==> src/rtl/avg_pkg.sv <==
// ============================================================================
// Module      : avg_pkg
// Description : Shared types and defaults for the line rasterizer: pixel
//               coordinate and colour types, rasterizer state encoding and
//               the default screen extent used for optional clipping.
// Revision    : 1.0 - initial release
// ============================================================================
`default_nettype none

package avg_pkg;

  typedef logic [10:0] coord_t;
  typedef logic [2:0]  color_t;

  typedef enum logic [0:0] {
    RAST_IDLE = 1'b0,
    RAST_DRAW = 1'b1
  } rast_state_t;

  localparam int AVG_SCREEN_W = 640;
  localparam int AVG_SCREEN_H = 480;

endpackage

`default_nettype wire

==> src/rtl/avg_bres_step.sv <==
// ============================================================================
// Module      : avg_bres_step
// Description : Combinational Bresenham step. From the current pixel, end
//               point, step directions, deltas and error term it produces the
//               next pixel, the next error term, and whether the current pixel
//               is the last one of the line.
// Ports       : x, y          current pixel
//               x1, y1        line end point
//               sx_neg/sy_neg step direction is -1 when set, +1 otherwise
//               dx, dy        absolute deltas (12-bit)
//               err           current error term (13-bit signed)
//               x_next/y_next next pixel
//               err_next      next error term
//               last          current pixel equals the end point
// Revision    : 1.0 - initial release
// ============================================================================
`default_nettype none

module avg_bres_step
  import avg_pkg::*;
(
  input  coord_t             x,
  input  coord_t             y,
  input  coord_t             x1,
  input  coord_t             y1,
  input  logic               sx_neg,
  input  logic               sy_neg,
  input  logic [11:0]        dx,
  input  logic [11:0]        dy,
  input  logic signed [12:0] err,
  output coord_t             x_next,
  output coord_t             y_next,
  output logic signed [12:0] err_next,
  output logic               last
);

  // 2*err needs one more bit than err; deltas are zero-extended to match.
  logic signed [13:0] e2;
  logic signed [13:0] dx_w;
  logic signed [13:0] dy_w;
  logic               step_x;
  logic               step_y;
  logic signed [12:0] err_x;

  assign e2   = {err, 1'b0};
  assign dx_w = {2'b00, dx};
  assign dy_w = {2'b00, dy};

  // Strict comparisons on both axes: ties favour the minor axis stepping
  // later, and both conditions can only be false together for dx=dy=0.
  assign step_x = (e2 > -dy_w);
  assign step_y = (e2 < dx_w);

  assign err_x    = step_x ? (err - $signed({1'b0, dy})) : err;
  assign err_next = step_y ? (err_x + $signed({1'b0, dx})) : err_x;

  assign x_next = step_x ? (sx_neg ? (x - 11'd1) : (x + 11'd1)) : x;
  assign y_next = step_y ? (sy_neg ? (y - 11'd1) : (y + 11'd1)) : y;

  assign last = (x == x1) && (y == y1);

endmodule

`default_nettype wire

==> src/rtl/avg_line_raster.sv <==
// ============================================================================
// Module      : avg_line_raster
// Description : Pops lines from a queue and rasterizes them with integer
//               Bresenham over all octants, one pixel per cycle peak, with a
//               valid/ready handshake towards the framebuffer.
// Ports       : clk_in, rst_b (async, active-low)
//               lnStartX/Y, lnEndX/Y, lnColor, lnEmpty, lnRead : line queue
//               pixX, pixY, pixColor, pixWe, pixReady          : pixel output
//               busy                                           : drawing
// Config      : AVG_RAST_CLIP_EN - when defined, pixels outside
//               SCREEN_W x SCREEN_H are stepped through without being written.
// Revision    : 1.0 - initial release
// ============================================================================
`default_nettype none

module avg_line_raster
  import avg_pkg::*;
#(
  parameter int SCREEN_W = AVG_SCREEN_W,
  parameter int SCREEN_H = AVG_SCREEN_H
) (
  input  logic        clk_in,
  input  logic        rst_b,
  input  logic [10:0] lnStartX,
  input  logic [10:0] lnStartY,
  input  logic [10:0] lnEndX,
  input  logic [10:0] lnEndY,
  input  logic [2:0]  lnColor,
  input  logic        lnEmpty,
  output logic        lnRead,
  output logic [10:0] pixX,
  output logic [10:0] pixY,
  output logic [2:0]  pixColor,
  output logic        pixWe,
  input  logic        pixReady,
  output logic        busy
);

  rast_state_t        state;
  coord_t             cur_x;
  coord_t             cur_y;
  coord_t             end_x;
  coord_t             end_y;
  color_t             cur_color;
  logic               sx_neg;
  logic               sy_neg;
  logic [11:0]        dx;
  logic [11:0]        dy;
  logic signed [12:0] err;

  coord_t             x_next;
  coord_t             y_next;
  logic signed [12:0] err_next;
  logic               last;
  logic               visible;
  logic               advance;
  logic [11:0]        head_dx;
  logic [11:0]        head_dy;

  assign head_dx = (lnEndX >= lnStartX) ? {1'b0, lnEndX - lnStartX}
                                        : {1'b0, lnStartX - lnEndX};
  assign head_dy = (lnEndY >= lnStartY) ? {1'b0, lnEndY - lnStartY}
                                        : {1'b0, lnStartY - lnEndY};

  avg_bres_step u_step (
    .x        (cur_x),
    .y        (cur_y),
    .x1       (end_x),
    .y1       (end_y),
    .sx_neg   (sx_neg),
    .sy_neg   (sy_neg),
    .dx       (dx),
    .dy       (dy),
    .err      (err),
    .x_next   (x_next),
    .y_next   (y_next),
    .err_next (err_next),
    .last     (last)
  );

`ifdef AVG_RAST_CLIP_EN
  localparam logic [11:0] X_LIM = 12'(SCREEN_W);
  localparam logic [11:0] Y_LIM = 12'(SCREEN_H);
  assign visible = ({1'b0, cur_x} < X_LIM) && ({1'b0, cur_y} < Y_LIM);
`else
  logic unused_screen;
  assign unused_screen = |{SCREEN_W, SCREEN_H};
  assign visible       = 1'b1;
`endif

  // Off-screen pixels never wait on the framebuffer.
  assign advance = pixReady || !visible;

  // The pop is combinational so the head is latched on the same edge that
  // the queue retires it; it is gated by rst_b because the state register
  // already reads IDLE while reset is held.
  assign lnRead   = rst_b && (state == RAST_IDLE) && !lnEmpty;
  assign pixWe    = (state == RAST_DRAW) && visible;
  assign busy     = (state == RAST_DRAW);
  assign pixX     = cur_x;
  assign pixY     = cur_y;
  assign pixColor = cur_color;

  always_ff @(posedge clk_in or negedge rst_b) begin
    if (!rst_b) begin
      state     <= RAST_IDLE;
      cur_x     <= '0;
      cur_y     <= '0;
      end_x     <= '0;
      end_y     <= '0;
      cur_color <= '0;
      sx_neg    <= 1'b0;
      sy_neg    <= 1'b0;
      dx        <= '0;
      dy        <= '0;
      err       <= '0;
    end else begin
      case (state)
        RAST_IDLE: begin
          if (!lnEmpty) begin
            cur_x     <= lnStartX;
            cur_y     <= lnStartY;
            end_x     <= lnEndX;
            end_y     <= lnEndY;
            cur_color <= lnColor;
            sx_neg    <= (lnEndX < lnStartX);
            sy_neg    <= (lnEndY < lnStartY);
            dx        <= head_dx;
            dy        <= head_dy;
            err       <= $signed({1'b0, head_dx}) - $signed({1'b0, head_dy});
            state     <= RAST_DRAW;
          end
        end
        RAST_DRAW: begin
          if (advance) begin
            if (last) begin
              state <= RAST_IDLE;
            end else begin
              cur_x <= x_next;
              cur_y <= y_next;
              err   <= err_next;
            end
          end
        end
        default: state <= RAST_IDLE;
      endcase
    end
  end

endmodule

`default_nettype wire

==> config.mk <==
export PLATFORM = sky130hd
export DESIGN_NAME = avg_line_raster
export DESIGN_NICKNAME = d
export VERILOG_FILES = /design/src/rtl/avg_pkg.sv /design/src/rtl/avg_bres_step.sv /design/src/rtl/avg_line_raster.sv
export SDC_FILE = /design/constraint.sdc
export NUM_CORES = 1
export LEC_CHECK = 0
export CORE_UTILIZATION = 45
export CTS_BUF_LIST = sky130_fd_sc_hd__clkbuf_8 sky130_fd_sc_hd__clkbuf_16
export CTS_CLUSTER_SIZE = 40
export DETAILED_ROUTE_END_ITERATION = 6
export DONT_BUFFER_PORTS = 1
export PLACE_DENSITY = 0.62
export SLEW_MARGIN = 10
export SYNTH_ARGS = -nofsm -noshare
export SYNTH_HDL_FRONTEND = slang
export SYNTH_SLANG_ARGS = --single-unit
==> constraint.sdc <==
create_clock -name clk_in -period 6.9 [get_ports clk_in]
set_input_delay 1.725 -clock clk_in [delete_from_list [all_inputs] [get_ports clk_in]]
set_output_delay 1.725 -clock clk_in [all_outputs]
set_load 0.01 [all_outputs]
==> results of run 1 <==
## tightest hold or removal path, stage by stage, from the launching register on
cell	delay (ns)
dfrtp_1	0.36
nand2_1	0.05
o21ai_0	0.06
## cell usage after synthesis, types with 6 or more instances
master	count
a211oi_1	9
a21o_1	22
a21oi_1	72
a31oi_1	11
and2_1	6
and3_1	6
clkbuf_1	23
dfrtp_1	85
fa_1	9
ha_1	117
inv_1	98
mux2_2	14
mux2i_1	22
nand2_1	105
nand2b_1	8
nand3_1	19
nand4_1	15
nor2_1	55
nor2b_1	18
nor3_1	36
nor4_1	9
o211ai_1	11
o21a_1	10
o21ai_0	91
o21bai_1	8
o22ai_1	7
or3_1	9
xnor2_1	50
xor2_1	33
## kinds of logic after synthesis
group	count (synthesis)	synth area share [%]
and+or+nand+nor	305	16.8
AOI/OAI and AO/OA	296	21.7
buffers and inverters	131	5.87
adders and majority gates	126	18.8
DFF	85	24.3
xor gates and xnor gates	83	8.30
muxes	36	4.31
## power by group through the flow
stage	Combinational (mW)	Sequential, mW	Clock [mW]
after floorplan	2.23	0.833	0
after global placement	2.77	0.919	0
after detailed placement	2.79	0.920	0
after CTS	2.80	0.911	0.518
after global routing	3.18	0.932	0.539
final	2.80	0.910	0.508
## state kept, by name, summed over array words and instances (netlist names), 3 cells and up
signal / count
dx: 11
dy: 11
end_x: 11
end_y: 11
err: 13
pixColor: 3
pixX: 11
pixY: 11
## cells in the final DEF, fill, tap and decap left out, types with 8 or more instances in the layout
cell type  instances
o21a_1            10
inv_1             99
or3_1              9
a211oi_1           9
xor2_1            33
nor3_1            35
dfrtp_1           85
o21bai_1           8
o211ai_1          11
nor2b_1           18
clkbuf_16          9
xnor2_1           50
o21ai_0           90
nand4_1           15
fa_1               9
a21oi_1           72
nor4_1             9
buf_4             14
ha_1             117
nand2b_1           8
mux2i_1           22
nor2_1            54
nand2_1          104
a31oi_1           11
a21o_1            22
nand3_1           19
mux2_2            14
## metrics by stage
stage | cells | utilization (%)
2_1_floorplan | 1062 | -
3_3_place_gp | 1304 | 47.9
3_5_place_dp | 1304 | 47.9
4_1_cts | 1320 | 49.5
5_1_grt | 1320 | 49.5
6_report | 1320 | 49.5
## routing by layer
metal | vias up | track usage, %
li1 | 3776 | -
met1 | 3537 | 32.7
met5 | - | 0
met2 | 153 | 41.4
met3 | 23 | 4.56
met4 | 0 | 6.62
## path summary, 6_finish.rpt
| path | depth (start not counted) | slack (ns) | endpoint | start |
|---|---|---|---|---|
| min in group asynchronous | 0 | 1.07 | dy[7] | rst_b |
| worst min-delay path | 2 | 0.51 | end_x[2] | end_x[2] |
| worst max-delay path | 17 | 1.0 | err[11] | lnStartY[6] |
| max in group asynchronous | 0 | 5.70 | pixX[4] | rst_b |
| worst min register to register | 2 | 0.51 | end_x[2] | end_x[2] |
| worst max register to register | 25 | 1.22 | err[12] | dy[1] |
## final cells by class
| class | count | area [um^2] |
|---|---|---|
| clock inverters | 6 | 62.6 |
| inverters | 99 | 372 |
| clock buffers | 10 | 239 |
| well taps | 260 | 325 |
| repair buffers | 14 | 105 |
| flip-flops and latches | 85 | 2130 |
| multi-input cells | 846 | 6130 |
| fillers | 1920 | 9530 |
==> flow_summary.json, run 1 <==
{
  "crit_path_cell_trace": "inv_1 > ha_1 > a211oi_2 > nor2_1 > or4_4 > o221a_4 > nor2_2 > mux2_2 > ha_1 > a21o_1 > a21o_1 > a31oi_1 > a211o_1 > o211ai_1 > o41ai_1 > o22ai_1 > a211oi_1",
  "end_kind": "flop",
  "cts_buffers": 9,
  "sw_frac_of_total_pct": 47.8,
  "fp.dieW_um": 142,
  "final_nets": 1232,
  "root_buffer": "clkbuf_16",
  "drive_above_1_share_pct": 6.32,
  "rsz0062_at_grt": "false",
  "slew_viol_final": 0,
  "wl_met1_um": 11000,
  "maxCapViolCount": 0,
  "htree_levels": 3,
  "holdBufCountCts": 0,
  "drtPass1Iterations": 5,
  "grt_first_pass_wirelength_um": 38800,
  "timing.fmax_ghz": 0.169,
  "status": "finished clean",
  "grt_overflow": 0,
  "synth_area_um2": 8760,
  "pwr_density_cell_nw_per_um2": 451,
  "cts.clk_slew.worst_paths_ns": 0.07,
  "intPower_mw": 2.20,
  "postSynth.asyncResetShare_pct": 100,
  "ys.flop_type": "dfrtp_1",
  "clock_path_buffers": 2,
  "die_area_um2": 20000,
  "hp-class": "reg2reg",
  "syn_nets": 1239,
  "period_share_pct": 85.5,
  "power_switching_mw": 2.01,
  "grt_antenna_before_repair": 0,
  "postPlaceCellArea_um2": 9060,
  "initial_core_util_pct": 46.4,
  "core_area_um2": 18900,
  "p_seq_share_pct": 21.6,
  "wl_per_cell_um": 17.7,
  "dieHeight_um": 142,
  "drtIter0Drc": 434,
  "crit_family": "compound AO/OA/AOI/OAI gates",
  "setup_viol": 0,
  "hpwl_um": 18600,
  "cp_max_fo": 10,
  "fin_tns_setup_ns": 0,
  "drt-vias-per-instance": 5.67,
  "crit_type": "in2reg",
  "p_leak_nw": 4.37,
  "cts_tree": "built",
  "pre_cts_slack_ns": 0.665,
  "hold_violations": 0,
  "setup_slack_ns": 0.999,
  "dr_total_vias": 7489,
  "post_cts_buffers": 0,
  "tightest_slew_ns": 0.752,
  "ys_types": 68,
  "worstPathArrival_ns": 6.17,
  "cts_sinks": 85,
  "max_stage_delay_ns": 0.57,
  "min_period_ns": 5.90,
  "yosys_warnings": 0,
  "ioPinCount": 79,
  "critPathRequiredTime_ns": 7.17,
  "worst-path-buf-inv": 1,
  "synthToLayoutAreaGrowth_pct": 6.84,
  "synth-seq-area-share_pct": 24.3,
  "gp_congestion": 0.885,
  "slew_headroom_pct": 49.8,
  "diodes": 0,
  "cp-start-kind": "input pin",
  "maxUsedRoutingLayer": "met4",
  "vdd_drop_max_uv": 228,
  "ant_nets": 0,
  "synth_top_area_share_pct": 24.3,
  "synthCells": 1062,
  "drc": 0,
  "power.total_mw": 4.22,
  "share_comb_of_total_power_pct": 66.4,
  "ys_seq_elements": 85,
  "io_buffers": 0,
  "grt_pass1_vias": 7356,
  "cts_resized": 0,
  "row_count": 50,
  "yosysTopAreaCell": "dfrtp_1",
  "wirelength_um": 23400,
  "p_clk_share_pct": 12.1,
  "wl_met3_um": 1130,
  "yosys-top-cells-area": "dfrtp_1 (24%), ha_1 (17%), o21ai_0 (5.2%)",
  "clkLatencyLatePin_ns": 0.35,
  "track_usage_pct": 24.8,
  "synth_edf_count": 0,
  "met2_length_um": 10800,
  "synth.avg_cell_area_um2": 8.25,
  "finClkSkew_ns": 0.00837,
  "holdWs_ns": 0.506,
  "final_cell_area_um2": 9360,
  "grt_start_max_net_pins": 87,
  "cp_slowest_cell": "o41ai_1"
}
Note: power is estimated with default switching activity, not from simulation.
==> run 2: changes to the inputs <==
--- a/config.mk
+++ b/config.mk
@@ -10,6 +10,7 @@
 export CTS_CLUSTER_SIZE = 40
 export DETAILED_ROUTE_END_ITERATION = 6
 export DONT_BUFFER_PORTS = 1
+export MAX_ROUTING_LAYER = met4
 export PLACE_DENSITY = 0.62
 export SLEW_MARGIN = 10
 export SYNTH_ARGS = -nofsm -noshare
==> flow_summary.json, run 2 (same netlist as run 1, synthesis figures left out) <==
{
  "hp-class": "reg2reg",
  "critPathRequiredTime_ns": 7.17,
  "ff2ff_path_depth": 23,
  "tightest_slew_ns": 0.793,
  "cts_sinks": 85,
  "grt_pass1_vias": 7439,
  "setup_viol": 0,
  "cts_buffers": 9,
  "grt_first_pass_wirelength_um": 39700,
  "r2r_slack_ns": 1.11,
  "finClkSkew_ns": 0.0158,
  "sw_frac_of_total_pct": 48.1,
  "drtIter0Drc": 435,
  "hold_end": "dy[3]",
  "slew_headroom_pct": 46.5,
  "dr_total_vias": 7460,
  "hold_violations": 0,
  "setup_slack_ns": 1.02,
  "final_common_cell": "ha_1",
  "final_cell_mix": "ha_1 (117), nand2_1 (104), inv_1 (98)",
  "cts_resized": 0,
  "min_period_ns": 5.88,
  "largest_register_ffs": 13,
  "status": "finished clean",
  "core_area_um2": 18900,
  "top_register": "err",
  "cts_tree": "built",
  "dieHeight_um": 142,
  "reg2reg_to": "err[12]",
  "htree_levels": 3,
  "drc": 0,
  "p_seq_share_pct": 21.5,
  "slew_viol_final": 0,
  "fin_tns_setup_ns": 0,
  "initial_core_util_pct": 46.4,
  "gp_congestion": 0.930,
  "fp.dieW_um": 142,
  "intPower_mw": 2.20,
  "grt_antenna_before_repair": 0,
  "p_clk_share_pct": 12.5,
  "hold_start": "dy[3]",
  "cts.clk_slew.worst_paths_ns": 0.07,
  "grt_start_max_net_pins": 87,
  "fillers": 1843,
  "final_nets": 1230,
  "end_kind": "flop",
  "rsz0062_at_grt": "false",
  "cp-start-kind": "input pin",
  "multi_input_area_um2": 6130,
  "drive_above_1_share_pct": 6.24,
  "io_buffers": 0,
  "timing.fmax_ghz": 0.170,
  "grt_overflow": 0,
  "hpwl_um": 18700,
  "worstPathArrival_ns": 6.14,
  "synthToLayoutAreaGrowth_pct": 6.76,
  "diodes": 0,
  "drt-vias-per-instance": 5.66,
  "crit_type": "in2reg",
  "wirelength_um": 23700,
  "die_area_um2": 20000,
  "regArea_um2": 2130,
  "ant_nets": 0,
  "p_leak_nw": 4.37,
  "pre_cts_slack_ns": 0.800,
  "post_cts_buffers": 0,
  "clkLatencyLatePin_ns": 0.36,
  "holdBufCountCts": 0,
  "vdd_drop_max_uv": 230,
  "power_switching_mw": 2.04,
  "cp_max_fo": 9,
  "wl_per_cell_um": 18.0,
  "min_path_cells": 2,
  "maxCapViolCount": 0,
  "share_comb_of_total_power_pct": 66.0,
  "drtPass1Iterations": 5,
  "clock_path_buffers": 2,
  "pwr_density_cell_nw_per_um2": 453,
  "root_buffer": "clkbuf_16",
  "ioPinCount": 79,
  "r2r-start": "dy[2]",
  "row_count": 50,
  "period_share_pct": 85.2,
  "power.total_mw": 4.23,
  "track_usage_pct": 25.9
}
-- run 2: final cells by class --
cell class                 count  area share, %
clock buffer                  10           2.56
clock inverter                 6          0.749
inverter                      99           3.97
multi-input combinational    846           65.5
sequential                    85           22.7
tap                          260           3.48
timing repair buffer          12          0.963
-- run 2: worst max-delay path by stage --
stage / start / to / slack [ns] / depth (start not counted)
final: lnStartX[1] / err[11] / 1.02 / 18
after global routing: dy[2] / err[12] / 0.63 / 23
after CTS: lnStartX[1] / err[11] / 1.12 / 18
after detailed placement: lnStartX[1] / err[11] / 0.80 / 18
after global placement: lnStartX[1] / err[11] / 0.92 / 18
after floorplan: lnStartY[6] / err[11] / 1.05 / 18
-- run 2: metrics by stage --
step	hold WS (ns)	cells	util, %	area [um^2]
after floorplan	0.450	1062	-	8760
after global placement	0.482	1302	47.9	9040
after detailed placement	0.487	1302	47.9	9040
after CTS	0.502	1318	49.5	9350
after global routing	0.512	1318	49.5	9350
final	0.501	1318	49.5	9350
-- run 2: metal layers --
layer	global-route usage [%]	routed length, um	vias up
met5	-	0	-
met4	8.55	544	0
met3	3.07	1050	34
met2	40.9	10900	181
met1	34.6	11100	3490
li1	-	-	3755
-- run 2: worst max-delay path, stage by stage --
cell and delay, ns:
inv_1 0.05, ha_1 0.33, nor2b_1 0.16, o31a_1 0.25, o31ai_1 0.31, a21oi_2 0.17
nor2_1 0.18, buf_4 0.20, mux2_2 0.39, ha_1 0.28, a21o_1 0.17, a21o_1 0.19
a31oi_1 0.27, a211o_1 0.24, o211ai_1 0.13, o41ai_1 0.67, o22ai_1 0.19, a211oi_1 0.24
-- run 2: power by group through the flow --
stage	Sequential, mW	Combinational (mW)	Clock, mW
5_1_grt	0.934	3.19	0.550
4_1_cts	0.911	2.80	0.536
6_report	0.909	2.79	0.531
3_3_place_gp	0.919	2.75	0
3_5_place_dp	0.920	2.78	0
2_1_floorplan	0.833	2.23	0
